[config.mk]
export PLATFORM = sky130hd
export DESIGN_NAME = decode_regfile_stage
export DESIGN_NICKNAME = d
export VERILOG_FILES = /design/src/rtl/decode_pkg.sv /design/src/rtl/regfile_2r1w.sv /design/src/rtl/decode_regfile_stage.sv
export SDC_FILE = /design/constraint.sdc
export NUM_CORES = 2
export LEC_CHECK = 0
export BUFFER_PORTS_ARGS = -buffer_cell sky130_fd_sc_hd__buf_2
export CORE_ASPECT_RATIO = 0.9
export CORE_MARGIN = 3
export CORE_UTILIZATION = 68
export DETAILED_ROUTE_END_ITERATION = 8
export PLACE_DENSITY_LB_ADDON = 0.1
export SLEW_MARGIN = 20
export SYNTH_ARGS = -nofsm -noshare
export SYNTH_HDL_FRONTEND = slang
export SYNTH_SLANG_ARGS = --single-unit
export TNS_END_PERCENT = 50
[constraint.sdc]
create_clock -name clk -period 4.98 [get_ports clk]
set_input_delay 0.996 -clock clk [delete_from_list [all_inputs] [get_ports clk]]
set_output_delay 0.996 -clock clk [all_outputs]
set_load 0.005 [all_outputs]
[src/rtl/decode_pkg.sv]
// Shared decode constants, control bundle type and opcode helpers.
package decode_pkg;

  localparam int unsigned OPCODE_W = 6;
  localparam int unsigned REGF_W   = 5;
  localparam int unsigned FUNCT_W  = 6;
  localparam int unsigned IMM_W    = 16;

  localparam logic [OPCODE_W-1:0] OP_RTYPE = 6'b000000;
  localparam logic [OPCODE_W-1:0] OP_LW    = 6'b100011;
  localparam logic [OPCODE_W-1:0] OP_SW    = 6'b101011;
  localparam logic [OPCODE_W-1:0] OP_BEQ   = 6'b000100;
  localparam logic [OPCODE_W-1:0] OP_BNE   = 6'b000101;
  localparam logic [OPCODE_W-1:0] OP_ADDI  = 6'b001000;
  localparam logic [OPCODE_W-1:0] OP_END   = 6'b111111;

  localparam logic [1:0] ALU_OP_RTYPE  = 2'b00;
  localparam logic [1:0] ALU_OP_BRANCH = 2'b01;
  localparam logic [1:0] ALU_OP_ADD    = 2'b11;
  localparam logic [1:0] ALU_OP_NONE   = 2'b00;

  // Control bundle handed to execute.
  typedef struct packed {
    logic       reg_dest;
    logic       branch;
    logic       mem_read;
    logic       mem_to_reg;
    logic       mem_write;
    logic       alu_src;
    logic       reg_write;
    logic [1:0] alu_op;
  } ctrl_t;

  // Raw instruction fields as presented on the output.
  typedef struct packed {
    logic [OPCODE_W-1:0] opcode;
    logic [REGF_W-1:0]   rs;
    logic [REGF_W-1:0]   rt;
    logic [REGF_W-1:0]   rd;
    logic [REGF_W-1:0]   shamt;
    logic [FUNCT_W-1:0]  funct;
  } fields_t;

  // True for every opcode the core implements, including the end marker.
  function automatic logic op_is_legal(input logic [OPCODE_W-1:0] op);
    logic legal;
    case (op)
      OP_RTYPE, OP_LW, OP_SW, OP_BEQ, OP_BNE, OP_ADDI, OP_END: legal = 1'b1;
      default:                                                 legal = 1'b0;
    endcase
    return legal;
  endfunction

  // Main control decoder; end marker and illegal opcodes yield all zeros.
  function automatic ctrl_t decode_ctrl(input logic [OPCODE_W-1:0] op);
    ctrl_t c;
    c = '0;
    case (op)
      OP_RTYPE: begin
        c.reg_dest  = 1'b1;
        c.reg_write = 1'b1;
        c.alu_op    = ALU_OP_RTYPE;
      end
      OP_LW: begin
        c.alu_src    = 1'b1;
        c.mem_read   = 1'b1;
        c.mem_to_reg = 1'b1;
        c.reg_write  = 1'b1;
        c.alu_op     = ALU_OP_ADD;
      end
      OP_SW: begin
        c.alu_src   = 1'b1;
        c.mem_write = 1'b1;
        c.alu_op    = ALU_OP_ADD;
      end
      OP_BEQ, OP_BNE: begin
        c.branch = 1'b1;
        c.alu_op = ALU_OP_BRANCH;
      end
      OP_ADDI: begin
        c.alu_src   = 1'b1;
        c.reg_write = 1'b1;
        c.alu_op    = ALU_OP_ADD;
      end
      default: c.alu_op = ALU_OP_NONE;
    endcase
    return c;
  endfunction

  // Opcodes whose rt field is a source operand (load-use hazard on rt).
  function automatic logic op_reads_rt(input logic [OPCODE_W-1:0] op);
    logic reads;
    case (op)
      OP_RTYPE, OP_SW, OP_BEQ, OP_BNE: reads = 1'b1;
      default:                         reads = 1'b0;
    endcase
    return reads;
  endfunction

endpackage

[src/rtl/regfile_2r1w.sv]
// Two combinational read ports, one clocked write port; r0 reads as zero
// and ignores writes. Asynchronous active-low clear of the whole array.
module regfile_2r1w #(
  parameter int unsigned DATA_W   = 32,
  parameter int unsigned NUM_REGS = 32,
  localparam int unsigned AW      = $clog2(NUM_REGS)
) (
  input  logic              clk,
  input  logic              rst_n,
  input  logic [AW-1:0]     raddr1_i,
  input  logic [AW-1:0]     raddr2_i,
  output logic [DATA_W-1:0] rdata1_o,
  output logic [DATA_W-1:0] rdata2_o,
  input  logic              we_i,
  input  logic [AW-1:0]     waddr_i,
  input  logic [DATA_W-1:0] wdata_i
);

  logic [DATA_W-1:0] mem_q [NUM_REGS];

  // Array storage: cleared on reset, written on the clock edge when enabled.
  always_ff @(posedge clk or negedge rst_n) begin
    if (!rst_n) begin
      for (int i = 0; i < NUM_REGS; i++) begin
        mem_q[i] <= '0;
      end
    end else if (we_i && (waddr_i != '0)) begin
      mem_q[waddr_i] <= wdata_i;
    end
  end

  assign rdata1_o = (raddr1_i == '0) ? '0 : mem_q[raddr1_i];
  assign rdata2_o = (raddr2_i == '0) ? '0 : mem_q[raddr2_i];

endmodule

[src/rtl/decode_regfile_stage.sv]
// Decode stage: parses the fetched instruction, builds the control bundle,
// reads two operands from the local register file and registers the result
// behind a valid/ready handshake. Detects load-use hazards and latches the
// end-of-program marker.
// Optional macro DECODE_WB_BYPASS_EN: forward same-cycle write-back data
// into the operands; without it the operands see pre-write array contents.
module decode_regfile_stage
  import decode_pkg::*;
#(
  parameter int unsigned DATA_W   = 32,
  parameter int unsigned NUM_REGS = 32,
  localparam int unsigned AW      = $clog2(NUM_REGS)
) (
  input  logic              clk,
  input  logic              rst_n,
  input  logic              in_valid,
  output logic              in_ready,
  input  logic [31:0]       in_instr,
  output logic              out_valid,
  input  logic              out_ready,
  output logic [5:0]        opcode,
  output logic [4:0]        rs,
  output logic [4:0]        rt,
  output logic [4:0]        rd,
  output logic [4:0]        shamt,
  output logic [5:0]        funct,
  output logic [DATA_W-1:0] imm,
  output logic              reg_dest,
  output logic              branch,
  output logic              mem_read,
  output logic              mem_to_reg,
  output logic              mem_write,
  output logic              alu_src,
  output logic              reg_write,
  output logic [1:0]        alu_op,
  output logic [AW-1:0]     wr_reg,
  output logic [DATA_W-1:0] rd_data_1,
  output logic [DATA_W-1:0] rd_data_2,
  output logic              illegal,
  output logic              end_program,
  input  logic              wb_en,
  input  logic [AW-1:0]     wb_addr,
  input  logic [DATA_W-1:0] wb_data
);

  // Incoming instruction decode (combinational).
  logic [OPCODE_W-1:0] in_op;
  logic                in_rtype;
  logic [AW-1:0]       in_rs_a;
  logic [AW-1:0]       in_rt_a;
  logic [AW-1:0]       in_rd_a;
  ctrl_t               in_ctrl;

  assign in_op    = in_instr[31:26];
  assign in_rtype = (in_op == OP_RTYPE);
  assign in_rs_a  = in_instr[21 +: AW];
  assign in_rt_a  = in_instr[16 +: AW];
  assign in_rd_a  = in_instr[11 +: AW];
  assign in_ctrl  = decode_ctrl(in_op);

  // Output-stage registers.
  logic              out_valid_q, out_valid_d;
  fields_t           fields_q, fields_d;
  ctrl_t             ctrl_q, ctrl_d;
  logic [DATA_W-1:0] imm_q, imm_d;
  logic [AW-1:0]     wr_reg_q, wr_reg_d;
  logic [DATA_W-1:0] rd1_q, rd1_d;
  logic [DATA_W-1:0] rd2_q, rd2_d;
  logic              illegal_q, illegal_d;
  logic              end_program_q, end_program_d;

  // Register file operand reads.
  logic [DATA_W-1:0] rf_rd1;
  logic [DATA_W-1:0] rf_rd2;
  logic [DATA_W-1:0] op1;
  logic [DATA_W-1:0] op2;

  regfile_2r1w #(
    .DATA_W  (DATA_W),
    .NUM_REGS(NUM_REGS)
  ) u_regfile (
    .clk     (clk),
    .rst_n   (rst_n),
    .raddr1_i(in_rs_a),
    .raddr2_i(in_rt_a),
    .rdata1_o(rf_rd1),
    .rdata2_o(rf_rd2),
    .we_i    (wb_en),
    .waddr_i (wb_addr),
    .wdata_i (wb_data)
  );

`ifdef DECODE_WB_BYPASS_EN
  // Same-cycle write-back forwarding; r0 is never forwarded.
  assign op1 = (wb_en && (wb_addr != '0) && (wb_addr == in_rs_a)) ? wb_data : rf_rd1;
  assign op2 = (wb_en && (wb_addr != '0) && (wb_addr == in_rt_a)) ? wb_data : rf_rd2;
`else
  assign op1 = rf_rd1;
  assign op2 = rf_rd2;
`endif

  // Load-use hazard against the bundle currently held for execute.
  logic load_held;
  logic stall;
  logic accept;

  assign load_held = out_valid_q && ctrl_q.mem_read && (wr_reg_q != '0);
  assign stall     = load_held &&
                     ((wr_reg_q == in_rs_a) ||
                      (op_reads_rt(in_op) && (wr_reg_q == in_rt_a)));
  assign in_ready  = (!out_valid_q || out_ready) && !stall && !end_program_q;
  assign accept    = in_valid && in_ready;

  // Next-state: load a new bundle on accept, otherwise drain when taken.
  always_comb begin
    out_valid_d   = out_valid_q;
    fields_d      = fields_q;
    ctrl_d        = ctrl_q;
    imm_d         = imm_q;
    wr_reg_d      = wr_reg_q;
    rd1_d         = rd1_q;
    rd2_d         = rd2_q;
    illegal_d     = illegal_q;
    end_program_d = end_program_q;

    if (accept) begin
      out_valid_d     = 1'b1;
      fields_d.opcode = in_op;
      fields_d.rs     = in_instr[25:21];
      fields_d.rt     = in_instr[20:16];
      fields_d.rd     = in_rtype ? in_instr[15:11] : 5'd0;
      fields_d.shamt  = in_rtype ? in_instr[10:6] : 5'd0;
      fields_d.funct  = in_rtype ? in_instr[5:0] : 6'd0;
      if (in_rtype) begin
        imm_d = '0;
      end else begin
        imm_d = DATA_W'($signed(in_instr[15:0]));
      end
      ctrl_d    = in_ctrl;
      wr_reg_d  = in_ctrl.reg_dest ? in_rd_a : in_rt_a;
      rd1_d     = op1;
      rd2_d     = op2;
      illegal_d = !op_is_legal(in_op);
      if (in_op == OP_END) begin
        end_program_d = 1'b1;
      end
    end else if (out_ready) begin
      out_valid_d = 1'b0;
    end
  end

  // Output-stage state register.
  always_ff @(posedge clk or negedge rst_n) begin
    if (!rst_n) begin
      out_valid_q   <= 1'b0;
      fields_q      <= '0;
      ctrl_q        <= '0;
      imm_q         <= '0;
      wr_reg_q      <= '0;
      rd1_q         <= '0;
      rd2_q         <= '0;
      illegal_q     <= 1'b0;
      end_program_q <= 1'b0;
    end else begin
      out_valid_q   <= out_valid_d;
      fields_q      <= fields_d;
      ctrl_q        <= ctrl_d;
      imm_q         <= imm_d;
      wr_reg_q      <= wr_reg_d;
      rd1_q         <= rd1_d;
      rd2_q         <= rd2_d;
      illegal_q     <= illegal_d;
      end_program_q <= end_program_d;
    end
  end

  assign out_valid   = out_valid_q;
  assign opcode      = fields_q.opcode;
  assign rs          = fields_q.rs;
  assign rt          = fields_q.rt;
  assign rd          = fields_q.rd;
  assign shamt       = fields_q.shamt;
  assign funct       = fields_q.funct;
  assign imm         = imm_q;
  assign reg_dest    = ctrl_q.reg_dest;
  assign branch      = ctrl_q.branch;
  assign mem_read    = ctrl_q.mem_read;
  assign mem_to_reg  = ctrl_q.mem_to_reg;
  assign mem_write   = ctrl_q.mem_write;
  assign alu_src     = ctrl_q.alu_src;
  assign reg_write   = ctrl_q.reg_write;
  assign alu_op      = ctrl_q.alu_op;
  assign wr_reg      = wr_reg_q;
  assign rd_data_1   = rd1_q;
  assign rd_data_2   = rd2_q;
  assign illegal     = illegal_q;
  assign end_program = end_program_q;

endmodule
==> results.yml <==
die:
  core_area_sq_um: 86660
  fp.dieArea_sq_um: 91680
  die_x_um: 318.8
  initial_core_util: 0.6912
  chipHeight_um: 287.6
  floorplan.io_pins: 220
  fp-row-count: 102
worst_setup_path:
  worstPathMaxFanout: 43
  r2r_slack_ns: 2.04
  reg2reg_to: "rd_data_1[22]$_DFFE_PN0P_"
  source_of_the_worst_register_to_register_timing_path: "wr_reg[1]$_DFFE_PN0P_"
  timing.critical_path.from_type: "input pin"
  critPathArrivalTime_ns: 2.55
  setup.worst_path.end_class: "primary output"
  timing.critical_path.required_ns: 3.98
  ff2ff_path_depth: 6
  setup.worst_path.class: "input pin to primary output"
cells_and_area:
  filler_cell_count: 5258
  layout.nets: 4144
  proportion_of_layout_cells_with_a_drive_suffix_above_1: 0.4940
  largest_reg_flops: 1024
  final_design_area_no_fill_sq_um: 66010
  layout-area-overhead-vs-synth_pct: 10.21
  register_bank_with_the_most_flops: "u_regfile.mem_q"
cts:
  post_cts.repair.setup_buffers: 0
  clock_tree.buffer_depth: 3
  tritoncts_num_sinks: 1151
  worst_setup_hold_path_clk_slew_ns: 0.06
  htreeDepth: 3
  postCtsHoldBufs: 0
  clock_tree_from_tritoncts: "done"
  tritoncts_buffers: 114
  clock_latency_ns: 0.70
  cts_resized: 0
  cts_root_buffer: "sky130_fd_sc_hd__clkbuf_16"
global_route:
  grt_pass1_vias: 40570
  grt_util_all_layers: 0.3946
  global_route.overflow_total: 0
  antenna_found_initial: 12
  first_pass_grt_wire_length_um: 266900
  grt_start_max_net_pins: 108
synth:
  post_synth_inst_count: 4094
  synthesis.nets: 4168
  syn_area_per_cell_sq_um: 14.63
  synth_cell_types: 56
  synth_edf_count: 0
  total_of_flip_flops_plus_latches_after_synthesis: 1151
  dominantRegCellSynth: "sky130_fd_sc_hd__dfrtp_1"
  syn_area_sq_um: 59890
  seq_area_frac_synth: 0.4809
  synth_async_sr_flop_share: 1.000
  warnings_synthesis: 0
route:
  ant_nets: 0
  wl_per_cell_um: 33.62
  drt_iter0_drc: 4517
  drcViolationCount: 0
  wirelength_um: 178600
  drt-pass1-iter-count: 7
  dr_total_vias: 39950
  avg_vias_per_cell: 7.522
sta:
  setup-tns-final_ns: 0
  crit_share_post_route: 0.7111
  setup_viol_count_final: 0
  period_minus_slack_ns: 3.541
  timing.fmax_mhz: 282.4
  worst_margin_slew_ns: 1.197
  timing.slew.headroom: 0.1999
  report.final.hold_viol_count: 0
  final.hold.worst_slack_ns: 0.3741
  rsz0062_at_grt: "false"
  timing.clock.skew_ns: 0.01961
  final_max_tran_viols: 0
worst_hold_path:
  hold_path.class: "input pin to asynchronous set/reset pin"
placement:
  port_buffers: 219
  placed_cell_area_sq_um: 62020
  finalWeightedCongestion: 0.8951
  post-dp-hpwl_um: 103000
run:
  max_cap_viol_count: 0
power_and_ir_drop:
  total_leakage_power_nw: 29.54
  worst_ir_drop_vdd_mv: 0.3038
  pwr_density_nw_per_um2: 395.2
status:
  run_status: "complete, no violations"
## how the worst max path moves through the flow
stage	end	cells after the start	from
finish	in_ready	6	in_instr[21]
global route	in_ready	6	in_instr[21]
CTS	in_ready	6	in_instr[21]
detailed placement	imm[3]$_DFFE_PN0P_	8	in_instr[21]
global placement	in_ready	6	in_instr[21]
floorplan	in_ready	6	in_instr[22]
## cells in the mapped netlist (3+ instances only)
cell type	count	area, sq um
sky130_fd_sc_hd__mux2_1	25	281.5
sky130_fd_sc_hd__buf_6	6	67.56
sky130_fd_sc_hd__mux2i_1	242	2422
sky130_fd_sc_hd__nor2_1	64	240.2
sky130_fd_sc_hd__a221o_1	4	40.04
sky130_fd_sc_hd__xor2_1	8	70.07
sky130_fd_sc_hd__buf_1	72	270.3
sky130_fd_sc_hd__a32oi_1	30	262.8
sky130_fd_sc_hd__nand2b_1	6	37.54
sky130_fd_sc_hd__a21o_1	26	195.2
sky130_fd_sc_hd__a211o_1	4	35.03
sky130_fd_sc_hd__or2_2	9	56.30
sky130_fd_sc_hd__nor3b_1	5	37.54
sky130_fd_sc_hd__a21oi_1	76	380.4
sky130_fd_sc_hd__a221oi_1	20	175.2
sky130_fd_sc_hd__clkbuf_1	300	1126
sky130_fd_sc_hd__o31a_1	26	227.7
sky130_fd_sc_hd__buf_4	29	217.7
sky130_fd_sc_hd__a22oi_1	52	390.4
sky130_fd_sc_hd__o211ai_1	52	390.4
sky130_fd_sc_hd__mux4_2	462	10400
sky130_fd_sc_hd__buf_2	64	320.3
sky130_fd_sc_hd__nand3_1	39	195.2
sky130_fd_sc_hd__o21ai_0	34	170.2
sky130_fd_sc_hd__o22ai_1	87	544.3
sky130_fd_sc_hd__inv_1	9	33.78
sky130_fd_sc_hd__mux2_2	1010	11370
sky130_fd_sc_hd__nand3b_1	4	30.03
sky130_fd_sc_hd__nor3_1	4	20.02
sky130_fd_sc_hd__or3_1	6	37.54
sky130_fd_sc_hd__nor2b_1	51	319.1
sky130_fd_sc_hd__o32ai_1	3	26.28
sky130_fd_sc_hd__dfrtp_1	1151	28800
sky130_fd_sc_hd__and2_1	3	18.77
sky130_fd_sc_hd__nand2_1	48	180.2
sky130_fd_sc_hd__and3_1	6	37.54
sky130_fd_sc_hd__o31ai_1	30	225.2
## kinds of logic after synthesis
kind of cell | count (synthesis) | synth area share
muxes | 1739 | 0.4088
buffers and inverters | 482 | 0.03411
xor gates and xnor gates | 10 | 0.001462
DFF | 1151 | 0.4809
and+or+nand+nor | 257 | 0.02185
AOI/OAI and AO/OA | 455 | 0.05292
## where the power goes
| group | switching (W) | internal (W) |
|---|---|---|
| Clock | 0.00374 | 0.00534 |
| Combinational | 0.00199 | 0.00289 |
| Sequential | 0.00118 | 0.0109 |
## through the flow
step	worst slack (ns)	util	total power, W	std cells
2_1_floorplan	1.472	-	0.01557	4094
3_3_place_gp	1.443	0.7158	0.01673	5098
3_5_place_dp	1.422	0.7158	0.01701	5098
4_1_cts	1.407	0.7615	0.02604	5304
5_1_grt	1.325	0.7616	0.02702	5307
6_report	1.439	0.7617	0.02609	5311
## worst max-delay path, stage by stage
cell,delay [ns]
sky130_fd_sc_hd__buf_8,0.44
sky130_fd_sc_hd__xor2_1,0.14
sky130_fd_sc_hd__or4_1,0.54
sky130_fd_sc_hd__o211ai_2,0.19
sky130_fd_sc_hd__nor2_1,0.09
sky130_fd_sc_hd__buf_2,0.13
## cell type report
| type | count | area, sq um | share of cell area |
|---|---|---|---|
| clock inverters | 39 | 521.8 | 0.007904 |
| repair buffers | 331 | 2471 | 0.03744 |
| inverters | 11 | 46.29 | 0.0007013 |
| diodes | 7 | 17.52 | 0.0002654 |
| multi-input cells | 2461 | 29270 | 0.4435 |
| well taps | 1144 | 1431 | 0.02168 |
| clock buffers | 167 | 3445 | 0.05218 |
| flip-flops and latches | 1151 | 28800 | 0.4363 |
## cell usage in the layout, fill, tap and decap left out, types with 36 or more instances in the layout
| master | instances |
|---|---|
| sky130_fd_sc_hd__a21oi_1 | 76 |
| sky130_fd_sc_hd__a22oi_1 | 52 |
| sky130_fd_sc_hd__buf_12 | 38 |
| sky130_fd_sc_hd__buf_2 | 213 |
| sky130_fd_sc_hd__buf_4 | 74 |
| sky130_fd_sc_hd__clkbuf_16 | 116 |
| sky130_fd_sc_hd__clkbuf_8 | 36 |
| sky130_fd_sc_hd__dfrtp_1 | 1151 |
| sky130_fd_sc_hd__mux2_2 | 1010 |
| sky130_fd_sc_hd__mux2i_1 | 242 |
| sky130_fd_sc_hd__mux4_2 | 462 |
| sky130_fd_sc_hd__nand3_1 | 39 |
| sky130_fd_sc_hd__nor2_1 | 46 |
| sky130_fd_sc_hd__nor2b_1 | 50 |
| sky130_fd_sc_hd__o211ai_1 | 52 |
| sky130_fd_sc_hd__o22ai_1 | 87 |
## metal layers
metal  GRT usage  wire length (um)  up-vias
met4      0.1206              5989       14
met5           0                96        -
li1            -                 -    15710
met1      0.5747             71230    21310
met2      0.5740             78760     2488
met3      0.1294             22480      420
No activity file was read; power rests on OpenSTA's default activity.
